File: config.mk
export PLATFORM = sky130hd
export DESIGN_NAME = ovl_fifo_index_multi
export DESIGN_NICKNAME = d
export VERILOG_FILES = /design/src/rtl/ovl_fifo_index_multi.sv
export SDC_FILE = /design/constraint.sdc
export NUM_CORES = 1
export LEC_CHECK = 0
export CAP_MARGIN = 15
export CORE_MARGIN = 10
export CORE_UTILIZATION = 35
export CTS_BUF_LIST = sky130_fd_sc_hd__clkbuf_8
export DETAILED_ROUTE_END_ITERATION = 8
export PLACE_DENSITY = 0.61
export SYNTH_ARGS = -nofsm -noshare
export SYNTH_HDL_FRONTEND = slang
export SYNTH_SLANG_ARGS = --single-unit
File: constraint.sdc
create_clock -name clk -period 3.5 [get_ports clk]
set_clock_uncertainty 0.2 [all_clocks]
set_input_delay 0.7 -clock clk [delete_from_list [all_inputs] [get_ports clk]]
set_output_delay 0.7 -clock clk [all_outputs]
set_load 0.02 [all_outputs]
File: src/rtl/ovl_fifo_index_multi.sv
// Multi-channel FIFO occupancy checker: tracks per-channel fill level and flags overflow,
// underflow, illegal push/pop and non-empty-at-drain. Optional high-water mark: OVL_FIFO_INDEX_HWM_EN.
module ovl_fifo_index_multi #(
    parameter int CHANNELS              = 4,
    parameter int DEPTH                 = 16,
    parameter int PUSH_WIDTH            = 2,
    parameter int POP_WIDTH             = 2,
    parameter int SIMULTANEOUS_PUSH_POP = 1,
    localparam int CNT_WIDTH            = ($clog2(DEPTH + 1) < 1) ? 1 : $clog2(DEPTH + 1)
) (
    input  logic                            clk,
    input  logic                            reset,
    input  logic                            enable,
    input  logic [CHANNELS*PUSH_WIDTH-1:0]  push,
    input  logic [CHANNELS*POP_WIDTH-1:0]   pop,
    input  logic                            check_empty,
    input  logic                            clear_err,
    output logic [CHANNELS*CNT_WIDTH-1:0]   cnt,
    output logic [CHANNELS-1:0]             full,
    output logic [CHANNELS-1:0]             empty,
    output logic [CHANNELS-1:0]             fire_overflow,
    output logic [CHANNELS-1:0]             fire_underflow,
    output logic [CHANNELS-1:0]             fire_push_pop,
    output logic [CHANNELS-1:0]             fire_not_empty,
    output logic [CHANNELS-1:0]             err_sticky,
    output logic                            first_err_valid,
    output logic [4:0]                      first_err_chan,
    output logic [2:0]                      first_err_code
`ifdef OVL_FIFO_INDEX_HWM_EN
    ,
    output logic [CHANNELS*CNT_WIDTH-1:0]   hwm
`endif
);

    localparam int MAX_W = (PUSH_WIDTH > POP_WIDTH) ? PUSH_WIDTH : POP_WIDTH;
    localparam int AW    = CNT_WIDTH + MAX_W + 1;

    logic [CNT_WIDTH-1:0] cnt_q    [CHANNELS];
    logic [CNT_WIDTH-1:0] cnt_next [CHANNELS];
    logic [CHANNELS-1:0]  ev_ov;
    logic [CHANNELS-1:0]  ev_un;
    logic [CHANNELS-1:0]  ev_pp;
    logic [CHANNELS-1:0]  ev_ne;
    logic [CHANNELS-1:0]  ev_any;
    logic                 sel_any;
    logic [4:0]           sel_chan;
    logic [2:0]           sel_code;

    // Overflow is tested as sum > DEPTH + pop so an underflowing sum - pop never wraps into it.
    always_comb begin
        for (int i = 0; i < CHANNELS; i++) begin
            logic [AW-1:0] sum;
            logic [AW-1:0] pv;
            logic          both;
            sum  = AW'(cnt_q[i]) + AW'(push[i*PUSH_WIDTH +: PUSH_WIDTH]);
            pv   = AW'(pop[i*POP_WIDTH +: POP_WIDTH]);
            both = (push[i*PUSH_WIDTH +: PUSH_WIDTH] != '0) && (pv != '0);
            ev_pp[i]    = 1'b0;
            ev_ov[i]    = 1'b0;
            ev_un[i]    = 1'b0;
            cnt_next[i] = cnt_q[i];
            if (both && (SIMULTANEOUS_PUSH_POP == 0)) begin
                ev_pp[i] = 1'b1;
            end else if (sum > AW'(DEPTH) + pv) begin
                ev_ov[i] = 1'b1;
            end else if (sum < pv) begin
                ev_un[i] = 1'b1;
            end else begin
                cnt_next[i] = CNT_WIDTH'(sum - pv);
            end
            ev_ne[i]  = check_empty && (cnt_q[i] != '0);
            ev_any[i] = ev_ov[i] | ev_un[i] | ev_pp[i] | ev_ne[i];
        end
    end

    // Scan from the top down so the lowest erroring channel is the one left selected.
    always_comb begin
        sel_any  = 1'b0;
        sel_chan = '0;
        sel_code = '0;
        for (int i = CHANNELS - 1; i >= 0; i--) begin
            if (ev_any[i]) begin
                sel_any  = 1'b1;
                sel_chan = 5'(i);
                if (ev_ov[i])      sel_code = 3'd1;
                else if (ev_un[i]) sel_code = 3'd2;
                else if (ev_pp[i]) sel_code = 3'd3;
                else               sel_code = 3'd4;
            end
        end
    end

`ifdef OVL_FIFO_INDEX_HWM_EN
    logic [CNT_WIDTH-1:0] hwm_q [CHANNELS];

    always_ff @(posedge clk) begin
        if (reset) begin
            for (int i = 0; i < CHANNELS; i++) hwm_q[i] <= '0;
        end else if (enable) begin
            for (int i = 0; i < CHANNELS; i++) begin
                if (!(ev_ov[i] || ev_un[i] || ev_pp[i]) && (cnt_next[i] > hwm_q[i]))
                    hwm_q[i] <= cnt_next[i];
            end
        end
    end

    always_comb begin
        hwm = '0;
        for (int i = 0; i < CHANNELS; i++) hwm[i*CNT_WIDTH +: CNT_WIDTH] = hwm_q[i];
    end
`endif

    always_ff @(posedge clk) begin
        if (reset) begin
            for (int i = 0; i < CHANNELS; i++) cnt_q[i] <= '0;
            fire_overflow   <= '0;
            fire_underflow  <= '0;
            fire_push_pop   <= '0;
            fire_not_empty  <= '0;
            err_sticky      <= '0;
            first_err_valid <= 1'b0;
            first_err_chan  <= '0;
            first_err_code  <= '0;
        end else if (!enable) begin
            fire_overflow  <= '0;
            fire_underflow <= '0;
            fire_push_pop  <= '0;
            fire_not_empty <= '0;
        end else begin
            for (int i = 0; i < CHANNELS; i++) cnt_q[i] <= cnt_next[i];
            fire_overflow  <= ev_ov;
            fire_underflow <= ev_un;
            fire_push_pop  <= ev_pp;
            fire_not_empty <= ev_ne;
            err_sticky     <= (clear_err ? '0 : err_sticky) | ev_any;
            // A clear reopens the capture, so an error in the same cycle is recorded.
            if (clear_err || !first_err_valid) begin
                first_err_valid <= sel_any;
                first_err_chan  <= sel_chan;
                first_err_code  <= sel_code;
            end
        end
    end

    always_comb begin
        cnt   = '0;
        full  = '0;
        empty = '0;
        for (int i = 0; i < CHANNELS; i++) begin
            cnt[i*CNT_WIDTH +: CNT_WIDTH] = cnt_q[i];
            full[i]  = (cnt_q[i] == CNT_WIDTH'(DEPTH));
            empty[i] = (cnt_q[i] == '0);
        end
    end

endmodule
==> results of run 1 <==
[registers in the layout (all words and copies together) (netlist names)]
register / count
first_err_code: 3
fire_overflow: 4
first_err_valid: 1
err_sticky: 4
first_err_chan: 2
fire_not_empty: 4
fire_underflow: 4
cnt_q: 20
[power breakdown]
group	internal, uW	leakage (uW)	switching (uW)
Combinational	875	0.00136	873
Sequential	629	0.000396	167
Clock	210	0.0000556	186
[final cells by class]
class	instances	area (um^2)
Clock buffer	5	68.8
Timing Repair Buffer	114	1040
Clock inverter	3	41.3
Fill cell	882	4570
Multi-Input combinational cell	268	2120
Tap cell	111	139
Sequential cell	42	1040
Inverter	22	82.6
[layout by cell type, fill, tap and decap left out, drive strengths merged, types with 4 or more instances in the layout]
master,instances
clkdlybuf4s50,65
nor2,48
buf,44
inv,23
a21oi,23
dfxtp,22
edfxtp,20
nand2,18
ha,17
o21ai,13
and2,12
nor3,10
fa,8
a31oi,7
xor2,7
xnor2,7
conb,7
a21o,6
nand2b,5
mux2i,5
clkbuf,5
nor3b,5
or3,5
nor4,4
a32oi,4
a22oi,4
a211oi,4
[timing repair]
action,CTS,global route
pin swaps,14,22
setup endpoints to repair,17,17
buffers inserted,4,6
gates resized for setup,15,27
[kinds of logic after synthesis]
group                      after synthesis  share of synthesized area [%]
AOI/OAI and AO/OA                       86                           20.2
xor gates and xnor gates                14                           3.79
adders and majority gates               25                           11.5
buffers and inverters                   52                           8.48
DFF                                     42                           32.2
muxes                                    5                           1.55
other                                    1                          0.116
and+or+nand+nor                        131                           22.1
[metrics by stage]
step | power [uW] | hold WS, ns | cell area (um^2)
6_report | 2940 | 0.265 | 4540
5_1_grt | 3160 | 0.291 | 4540
3_5_place_dp | 2360 | 0.252 | 4200
2_1_floorplan | 1790 | 0.323 | 3280
4_1_cts | 2820 | 0.268 | 4390
3_3_place_gp | 2330 | 0.249 | 4200
[worst max-delay path: cells and delay by family]
kind,cells,cell delay [ns]
adder cells (fa/ha/maj),3,1.23
AND/OR/NAND/NOR,1,0.26
buffers and inverters,4,0.74
AO/OA/AOI/OAI,3,0.39
[per-layer routing]
metal  global-route usage, %  share of wire [%]  up-vias
li1                        -                  -     1443
met1                    15.7                 42     1392
met2                    23.3                 51       64
met3                    3.70                5.8        8
met4                    3.92                1.1        0
met5                       0                  0        -
[how the worst min path moves through the flow]
stage,start,endpoint,depth (start not counted)
after floorplan,first_err_code[2],first_err_code[2],2
after global placement,first_err_code[2],first_err_code[2],2
after detailed placement,first_err_code[2],first_err_code[2],2
after CTS,first_err_code[2],first_err_code[2],2
after global routing,first_err_code[2],first_err_code[2],2
final,first_err_code[2],first_err_code[2],2
==> summary.txt, run 1 <==
Yosys
  • Synthesized cell area: 3230 um^2
  • Syn Area/Cell: 9.08 um^2
  • Commonest register cell after synthesis: dfxtp_1
  • Most numerous cell in the Yosys netlist: nor2_1
  • EDFF count, synth: 20
  • Async set-reset flop share out of synthesis: 0%
  • Distinct cells, synth: 78
  • Synth Instances: 356
  • Synth area leader: edfxtp_1
  • Yosys top cell area share: 18.6%
  • Top post-synthesis cells by count: 48 x nor2_1, 22 x dfxtp_1, 20 x a21oi_1, 20 x edfxtp_1, 20 x inv_1
  • Ys Warns: 0
  • Synth top area cells: edfxtp_1 19%, dfxtp_1 14%, ha_1 6.6%
  • Yosys reg bits: 42
  • Register area share after synthesis: roughly 32%

Critical path
  • Depth of the worst register-to-register path: 9
  • Worst path most repeated cell: buf_6
  • Crit path from: push[4]
  • WP data arrival: approximately 3.4 ns
  • Flop2flop setup slack: 0.25 ns
  • Crit path kind: input port to register
  • Worst path required time: 3.36 ns
  • Worst path cell trace: clkdlybuf4s50_1 -> ha_2 -> fa_1 -> inv_2 -> fa_2 -> buf_6 -> a21oi_4 -> buf_6 -> a21oi_1 -> or2_4 -> a21o_4
  • Nature of the critical path startpoint: input port
  • Worst r2r src: cnt_q[1][0]
  • CP max stage cell: fa_1
  • CP max stage delay: 0.57 ns
  • Crit Path Max Fanout: 6
  • Critical Path End Type: register
  • Crit path to: cnt_q[2][4]
  • Worst reg2reg path endpoint: first_err_chan[1]

Clock tree
  • CTS tree: built
  • H-tree depth: 2
  • Worst-case clock buffer depth: 2
  • Cts hold-fix bufs: 0
  • CTS buffer count: 5
  • Clk sink count: 42
  • Worst-path clk slew: around 0.080 ns
  • Root Buffer: clkbuf_8
  • Clock insertion delay at the later pin of the skew report: 0.30 ns

Final layout
  • Fin cells: 565
  • Layout area overhead: 40.3%
  • Count of nets after finishing: 499
  • Final core occ: 49.8%
  • Share of cells above drive strength 1: 23.8%
  • Diode count: 0

Detailed routing
  • Remaining DRCs: 0
  • DR vias/cell: 5.15
  • WL final: between 9000 and 10000 um
  • Drt wl/cell: 16.0 um
  • Initial drt markers: 124
  • Detailed Routing Iterations Pass 1: 4
  • Via Count: between 2000 and 3000
  • ANT nets after route: 0

STA
  • Crit share post-route: 99.6%
  • Final setup viols: 0
  • Worst setup margin: 0.0136 ns
  • Relative slew slack: 57.3%
  • Endpoints failing hold: 0
  • Fin crit period: 3.49 ns
  • Fmax: about 290 MHz
  • Worst-Margin Slew: 0.638 ns
  • RSZ-0062 raised after global routing: yes
  • Slew Limit Fails: 0
  • Fin Setup TNS: 0 ns

Placed design
  • GPL Wtd Cong: around 0.85
  • I/O Buffers: 70
  • Dpl hpwl: 6860 um
  • Placed cells: 548
  • DP Worst Slack: -0.570 ns

Worst hold path
  • Hold Path Class: register to register

Floorplan
  • FP Rows: 35
  • Initial Utilization: between 30% and 40%
  • Core ar.: 9110 um^2
  • Die ar.: around 13000 um^2
  • Die height: 116 um
  • # IOs: between 70 and 80
  • Die W: 116 um

Power and ir drop
  • Static Leak: 0.00182 uW
  • PwrDens: 648 nW/um^2
  • Peak supply drop: 0.268 mV

Flow run
  • Max_cap viols: 0

Run status
  • Outcome: completed

Global routing
  • Number of antenna violations at the first check in global routing: 0
  • GRT Total Usage: around 13%
  • Overflow after GRT: 0
  • Largest net degree at the start of global routing: 17
  • Vias in the first global route: 3053
  • First-pass GRT wire length: 14800 um
No activity file was read; power rests on OpenSTA's default activity.
==> run 2: changes to the inputs <==
--- a/config.mk
+++ b/config.mk
@@ -5,7 +5,6 @@
 export SDC_FILE = /design/constraint.sdc
 export NUM_CORES = 1
 export LEC_CHECK = 0
-export CAP_MARGIN = 15
 export CORE_MARGIN = 10
 export CORE_UTILIZATION = 35
 export CTS_BUF_LIST = sky130_fd_sc_hd__clkbuf_8
==> results of run 2 <==
Final layout, timing and power as in run 1 (identical DEF).
==> run 3: changes to the inputs <==
--- a/config.mk
+++ b/config.mk
@@ -7,7 +7,6 @@
 export LEC_CHECK = 0
 export CORE_MARGIN = 10
 export CORE_UTILIZATION = 35
-export CTS_BUF_LIST = sky130_fd_sc_hd__clkbuf_8
 export DETAILED_ROUTE_END_ITERATION = 8
 export PLACE_DENSITY = 0.61
 export SYNTH_ARGS = -nofsm -noshare
==> run 3 against run 2 <==
  * Sequential power about the same
  * Fmax about the same
  * Non-clock buffer count unchanged
  * Global-route usage did not move
  * Critical path type unchanged
==> summary.txt, run 3 (synthesized netlist as in run 1, its figures left out) <==
Placed design
  • I/O Buffers: 70
  • DP Worst Slack: -0.570 ns
  • GPL Wtd Cong: around 0.85
  • Dpl hpwl: a little under 7000 um
  • Placed standard-cell area: 4200 um^2

Detailed routing
  • Via Count: 2902
  • Drt wl/cell: between 15 and 20 um
  • Initial drt markers: 122
  • ANT nets after route: 0
  • WL final: 9040 um
  • Remaining DRCs: 0
  • Detailed Routing Iterations Pass 1: 4
  • DR vias/cell: 5.14

Final layout
  • Fillcell total: 882
  • Reg with most FFs: cnt_q
  • Number of flip-flops in the largest register: 20
  • Layout area overhead: 40.3%
  • Count of nets after finishing: 499
  • Design area: around 4500 um^2
  • Commonest non-fill, non-tap cell in the layout: clkdlybuf4s50_1
  • Diode count: 0
  • Most frequent cells in the layout: 65 x clkdlybuf4s50_1, 47 x nor2_1, 42 x buf_4
  • Share of cells above drive strength 1: 23.8%

Power and ir drop
  • Gate power share: 59.4%
  • Sw frac: a little over two fifths
  • P_sw: 1230 uW
  • Sequential power share: 27.0%
  • PwrDens: 649 nW/um^2
  • Static Leak: 0.00181 uW
  • Clk pwr share: 13.6%
  • Cell Int Power: 1720 uW
  • Power, Total: 2940 uW
  • Peak supply drop: 0.268 mV

Critical path
  • Nature of the critical path startpoint: input port
  • WP data arrival: 3.35 ns
  • Crit path kind: input port to register
  • Worst path required time: 3.36 ns
  • Critical Path End Type: register
  • Crit Path Max Fanout: 6

Floorplan
  • FP Rows: 35
  • Initial Utilization: 35.5%
  • Die ar.: between 10000 and 15000 um^2
  • Core ar.: 9110 um^2
  • Die height: 116 um
  • # IOs: between 70 and 80
  • Die W: 116 um

Run status
  • Outcome: completed

Global routing
  • Largest net degree at the start of global routing: 17
  • Vias in the first global route: 3053
  • GRT Total Usage: 13.4%
  • Number of antenna violations at the first check in global routing: 0
  • Overflow after GRT: 0
  • First-pass GRT wire length: 14800 um

STA
  • Crit share post-route: 99.5%
  • Endpoints failing hold: 0
  • Slew Limit Fails: 0
  • Fmax: 287 MHz
  • Worst setup margin: 0.0166 ns
  • Worst-Margin Slew: between 0.6 and 0.7 ns
  • Final setup viols: 0
  • RSZ-0062 raised after global routing: yes
  • Fin crit period: 3.48 ns
  • Relative slew slack: 57.7%

Clock tree
  • Worst-case clock buffer depth: 2
  • Cts hold-fix bufs: 0
  • Worst-path clk slew: 0.08 ns
  • H-tree depth: 2
  • Clock insertion delay at the later pin of the skew report: 0.30 ns
  • CTS tree: built
  • Clk sink count: 42
  • Root Buffer: clkbuf_8
  • CTS buffer count: 5

Flow run
  • Max_cap viols: 0

Worst hold path
  • Hold Path Class: register to register
run 3: changes by cell type in the layout (fill, tap and decap cells not counted), sizes merged:
cell / before / now
inv: 23 / 22
clkbuf: 5 / 6
run 3: final cells by class:
type / count / area, um^2 / share of cell area [%]
clock inverter: 2 / 37.5 / 0.827
multi-input combinational: 268 / 2120 / 46.7
inverter: 22 / 82.6 / 1.82
sequential: 42 / 1040 / 22.9
timing repair buffer: 114 / 1040 / 23.0
clock buffer: 6 / 72.6 / 1.60
tap: 111 / 139 / 3.06
run 3: per-stage QoR:
stage | hold WS, ns | std cells | TNS [ns] | utilization [%]
after detailed placement | 0.252 | 548 | -11.28 | 46.1
after floorplan | 0.323 | 362 | -0.00446 | -
final | 0.262 | 565 | 0 | 49.8
after global routing | 0.291 | 565 | -0.330 | 49.8
after global placement | 0.249 | 548 | -9.99 | 46.1
after CTS | 0.268 | 560 | 0 | 48.2
run 3: repair_timing:
item / CTS / global route
buffers inserted: 4 / 6
pin swaps: 14 / 22
endpoints found under the setup margin: 17 / 17
endpoints found under the hold margin: 0 / 0
gates resized for setup: 15 / 27
run 3: final timing paths:
check / slack, ns / endpoint / from / cells past startpoint
worst max-delay path: 0.02 / cnt_q[2][4] / push[4] / 11
worst min-delay path: 0.26 / first_err_code[2] / first_err_code[2] / 2
worst max register to register: 0.25 / first_err_chan[1] / cnt_q[1][0] / 9
worst min register to register: 0.26 / first_err_code[2] / first_err_code[2] / 2
run 3: critical path, stage by stage:
cell	delay, ns
clkdlybuf4s50_1	0.42
ha_2	0.21
fa_1	0.57
inv_2	0.05
fa_2	0.45
buf_6	0.15
a21oi_4	0.12
buf_6	0.12
a21oi_1	0.04
or2_4	0.26
a21o_4	0.23
run 3: power groups by stage:
| stage | logic [uW] | clock network [uW] | registers, uW |
|---|---|---|---|
| 6_report | 1750 | 401 | 796 |
| 5_1_grt | 1910 | 427 | 820 |
| 4_1_cts | 1620 | 408 | 793 |
| 3_5_place_dp | 1560 | 0 | 802 |
| 3_3_place_gp | 1540 | 0 | 799 |
| 2_1_floorplan | 976 | 0 | 816 |
run 3: layer usage:
metal	GRT usage, %	vias to the layer above	wire [um]
met2	23.3	66	4590
met3	3.70	9	542
met5	0	-	0
li1	-	1442	-
met1	15.7	1385	3800
met4	3.92	0	110
